File: config.mk
export PLATFORM = sky130hd
export DESIGN_NAME = uart_cmd_deframer
export DESIGN_NICKNAME = d
export VERILOG_FILES = /design/src/rtl/uart_cmd_deframer.sv
export SDC_FILE = /design/constraint.sdc
export NUM_CORES = 1
export LEC_CHECK = 0
export ABC_AREA = 1
export BUFFER_PORTS_ARGS = -buffer_cell sky130_fd_sc_hd__clkbuf_2
export CORE_MARGIN = 2
export CORE_UTILIZATION = 57
export CTS_CLUSTER_SIZE = 28
export DETAILED_ROUTE_END_ITERATION = 16
export PLACE_DENSITY = 0.84
export SYNTH_ARGS = -nofsm -noshare
export SYNTH_HDL_FRONTEND = slang
export SYNTH_SLANG_ARGS = --single-unit
File: constraint.sdc
create_clock -name clk -period 1.6 [get_ports clk]
set_input_delay 0.48 -clock clk [delete_from_list [all_inputs] [get_ports clk]]
set_output_delay 0.48 -clock clk [all_outputs]
set_load 0.02 [all_outputs]
File: src/rtl/uart_cmd_deframer.sv
// UART command deframer: hunts for the 0xff..0xff,0x00 preamble, then packs
// each group of 8 bytes MSB-first into a 64-bit local-bus command word.
module uart_cmd_deframer #(
    parameter int TIMEOUT = 4096,
    parameter int NSYNCFF = 15
) (
    input  logic        clk,
    input  logic        rstn,
    input  logic [7:0]  rxdata,
    input  logic        rxvalid,
    output logic [63:0] cmd,
    output logic        cmd_valid,
    input  logic        cmd_ready,
    output logic        aligned,
    output logic        overflow,
    output logic        timeout_err,
    input  logic        clr,
    output logic [15:0] wordcnt
);

    localparam int IW = (TIMEOUT > 1) ? $clog2(TIMEOUT) : 1;
    localparam logic [3:0] NFF = 4'(NSYNCFF);

    typedef enum logic {HUNT, ALIGNED} state_t;

    state_t state, state_nx;

    logic [3:0]    ffcnt;
    logic [2:0]    idx;
    logic [IW-1:0] idle;
    logic [55:0]   sr;
    logic          sync;
    logic          take;
    logic          done;
    logic          accept;
    logic          tmo;

    assign sync   = rxvalid && (rxdata == 8'h00) && (ffcnt >= NFF);
    assign take   = rxvalid && !sync && (state == ALIGNED);
    assign done   = take && (idx == 3'd7);
    assign accept = cmd_valid && cmd_ready;
    assign tmo    = (TIMEOUT != 0) && !rxvalid && (idx != 3'd0) &&
                    (idle == IW'(TIMEOUT - 1));

    always_ff @(posedge clk or negedge rstn) begin
        if (!rstn) state <= HUNT;
        else       state <= state_nx;
    end

    always_comb begin
        state_nx = state;
        if (sync) state_nx = ALIGNED;
    end

    always_comb begin
        aligned = (state == ALIGNED);
    end

    // Sync detector runs on every byte, including data bytes in ALIGNED.
    always_ff @(posedge clk or negedge rstn) begin
        if (!rstn) begin
            ffcnt <= '0;
        end else if (rxvalid) begin
            if (rxdata != 8'hff)  ffcnt <= '0;
            else if (ffcnt < NFF) ffcnt <= ffcnt + 4'd1;
        end
    end

    always_ff @(posedge clk or negedge rstn) begin
        if (!rstn) begin
            idx  <= '0;
            idle <= '0;
            sr   <= '0;
        end else begin
            if (sync)      idx <= '0;
            else if (take) idx <= idx + 3'd1;
            else if (tmo)  idx <= '0;
            if (rxvalid || idx == 3'd0 || tmo) idle <= '0;
            else                               idle <= idle + 1'b1;
            if (take) sr <= {sr[47:0], rxdata};
        end
    end

    always_ff @(posedge clk or negedge rstn) begin
        if (!rstn) begin
            cmd         <= '0;
            cmd_valid   <= 1'b0;
            overflow    <= 1'b0;
            timeout_err <= 1'b0;
            wordcnt     <= '0;
        end else begin
            if (done && (!cmd_valid || cmd_ready)) begin
                cmd       <= {sr, rxdata};
                cmd_valid <= 1'b1;
            end else if (accept) begin
                cmd_valid <= 1'b0;
            end
            // A set in the same cycle as clr leaves the flag high.
            overflow    <= (done && cmd_valid && !cmd_ready) ||
                           (overflow && !clr);
            timeout_err <= tmo || (timeout_err && !clr);
            if (accept) wordcnt <= wordcnt + 16'd1;
        end
    end

endmodule

==> results.toml <==
[cells_and_area]
drive_gt1_share_pct = 31.2
fin_cells = 1081
post-route-util_pct = 79.8
final_nets = 944
final.fill_count = 679
syn2layout_area_growth_pct = 37.1
antenna_cells = 0

[logic_synthesis]
netlist_instances = 758
synth_seq_cells = 159
syn_nets = 777
synth_top_family_by_area = "simple AND/OR/NAND/NOR gates"
synthArstFlopShare_pct = 100
yosysTopAreaCellShare_pct = 60.2
syn_area_um2 = 6610
avgSynthCellArea_um2 = 8.73
synth-simple-area-share_pct = 30.3
ys_seq_area_share_pct = 60.2
synth-xor-area-share_pct = 1.99
yosys.area_share.adder_pct = 1.14
ys_top_cells_by_area = "dfrtp_1 (60%), nand2_1 (20%), nand3_1 (4.8%)"
yosysWarnings = 0
synth-compound-area-share_pct = 1.93
synth_most_common_cell = "nand2_1"
synth_top_cell_by_area = "dfrtp_1"
ys_top_cells_by_count = "nand2_1 (361), dfrtp_1 (159), nand3_1 (64)"
synth_edf_count = 0
muxShareOfSynthArea_pct = 0
synth.distinct_cells = 30
synth-main-ff-cell = "dfrtp_1"

[sta]
setup_viol = 69
tightestPinTransition_ps = 381
rsz0062_at_grt = "true"
setup_slack_ps = -45.0
max_freq_ghz = 0.608
period_needed_ps = 1640
max_slew_margin_pct = 74.6
period_share_pct = 103
final-hold-violation-count = 0
skew_ps = 8.21
drv_slew = 0

[cts]
ctsRootBufferMaster = "clkbuf_16"
htreeDepth = 4
numClockSinks = 159
cts.path.max_buffers = 2
cts_tree = "done"
cts_made_buffers = 17
clkTransAtPathRegs_ps = 60
insertion_delay_ps = 430

[global_route]
grt_start_max_net_pins = 49
overflow = 0
met2_usage_pct = 43.0
grtUsageMet3_pct = 5.77
met1_usage_pct = 34.3
grt_first_pass_wirelength_mm = 25.9
grt_busiest_layer = "met2"
grtUsageTotal_pct = 25.9
grt_pass1_vias = 5422
antenna_found_initial = 0

[critical_path]
end_kind = "flop"
critPathMaxFanout = 27
cpPeakStageDelay_ps = 400
path_delay_family = "buffers and inverters"
cp-start-kind = "flop"
timing_worst_setup_path_type = "reg2reg"
cp_slowest_cell = "dfrtp_1"
cp_num_buf_inv = 3
cp.arrival_ps = 1960
path_cells = "ha_4 -> nand3_4 -> nor2_4 -> nand2_4 -> buf_4 -> buf_4 -> buf_12 -> nand3_1 -> nand2_1"
crit_required_ps = 1910
crit_top_cell = "buf_4"

[worst_hold_path]
hp-class = "in2reg"

[drt]
drc = 0
antenna_left = 0
viasPerCell = 5.49
drt_iter0_markers = 505
firstDrtPassIters = 5
vias = 5935
wl_per_cell_um = 17.2
routed_wl_mm = 18.6

[floorplan]
rows = 39
io_pins = 97
initial_core_util_pct = 58.2
dieWidth_um = 112
core-area_um2 = 11400
die-area_um2 = 12500
die_y_um = 112

[placement]
dpl.hpwl_mm = 9.95
io_buffers = 96
place.gp.congestion = 0.861
dp_cells = 1027

[status]
failed_checks = "negative setup slack"
outcome = "finished, violations left"

[pwr]
p_per_area_nw_per_um2 = 1490
vdd.ir_drop.worst_mv = 1.17
power.leakage_nw = 4.91

[flow_run]
drv_cap = 0
## cell usage in the layout (no fill, tap or decap), types with 3 or more instances in the layout
cell | Yosys | final
a21oi_1 | 4 | 4
buf_12 | 0 | 15
buf_4 | 6 | 53
buf_6 | 0 | 4
bufinv_16 | 0 | 4
clkbuf_16 | 0 | 24
clkbuf_2 | 0 | 94
clkbuf_8 | 0 | 3
clkinvlp_4 | 0 | 4
dfrtp_1 | 159 | 159
ha_1 | 6 | 4
inv_1 | 36 | 36
nand2_1 | 361 | 296
nand2_2 | 4 | 53
nand2_4 | 0 | 16
nand3_1 | 64 | 62
nand4_1 | 9 | 9
nor2_1 | 35 | 30
nor2_2 | 1 | 5
nor3_1 | 7 | 7
o21ai_0 | 15 | 14
xnor2_1 | 5 | 5
xor2_1 | 10 | 10
## where the power goes
part / switching (mW) / total (mW) / internal [mW]
sequential: 0.763 / 5.68 / 4.92
clock: 1.67 / 4.41 / 2.74
combinational: 2.14 / 3.46 / 1.31
total: 4.58 / 13.6 / 8.98
## flip-flops by register name, summed over array words and instances, names as in the netlist
register and cells:
wordcnt 16, sr 56, idle 12, idx 3
aligned 1, timeout_err 1, cmd_valid 1, cmd 64
overflow 1, ffcnt 4
## through the flow
| stage | instance area [um2] | power, mW | hold WS (ps) | worst slack [ps] | setup TNS, ps |
|---|---|---|---|---|---|
| floorplan | 6610 | 7.28 | 184 | 85.5 | 0 |
| global placement | 7730 | 8.47 | 406 | -50.1 | -676 |
| detailed placement | 7730 | 8.56 | 404 | -96.0 | -4490 |
| CTS | 8550 | 13.0 | 236 | 0.719 | 0 |
| global route | 9070 | 14.1 | 258 | -94.2 | -7070 |
| finish | 9070 | 13.6 | 238 | -45.0 | -1190 |
## cell type report
class	count	area, um2	share of cell area, %
clock inverter	12	181	2.00
sequential	159	3980	43.9
inverter	37	140	1.55
multi-input combinational	533	2650	29.2
timing repair buffer	177	1470	16.3
clock buffer	20	467	5.15
tap	143	179	1.97
## what timing repair did
item                                   4_1_cts  5_1_grt
gates cloned                                 2        9
hold buffers                                 1        0
endpoints found under the hold margin       31        0
setup endpoints to repair                   92      129
buffers inserted                             7        4
pin swaps                                    6       26
gates resized for setup                      9       95
## cells by family (layout without fill, tap and decap cells)
kind of cell             after synthesis  after routing
AND/OR/NAND/NOR                      488            488
flip-flops                           159            159
buffers and inverters                 66            246
AO/OA/AOI/OAI                         24             24
XOR/XNOR                              15             15
adder cells (fa/ha/maj)                6              6
## worst paths after layout
check,depth (start not counted),slack (ps),end,startpoint
max in group asynchronous,3,550,cmd[13],rstn
worst min register to register,1,470,idle[0],idle[0]
worst min-delay path,2,240,overflow,clr
worst max register to register,9,-40,sr[32],ffcnt[0]
worst max-delay path,9,-40,sr[32],ffcnt[0]
min in group asynchronous,2,520,cmd[23],rstn
## routing by layer
metal / share of wire, % / vias up
met5: 0 / -
met4: 2.1 / 0
met3: 6.8 / 36
met2: 52 / 269
met1: 39 / 2912
li1: - / 2718
Power figures use the tool's default switching activity.
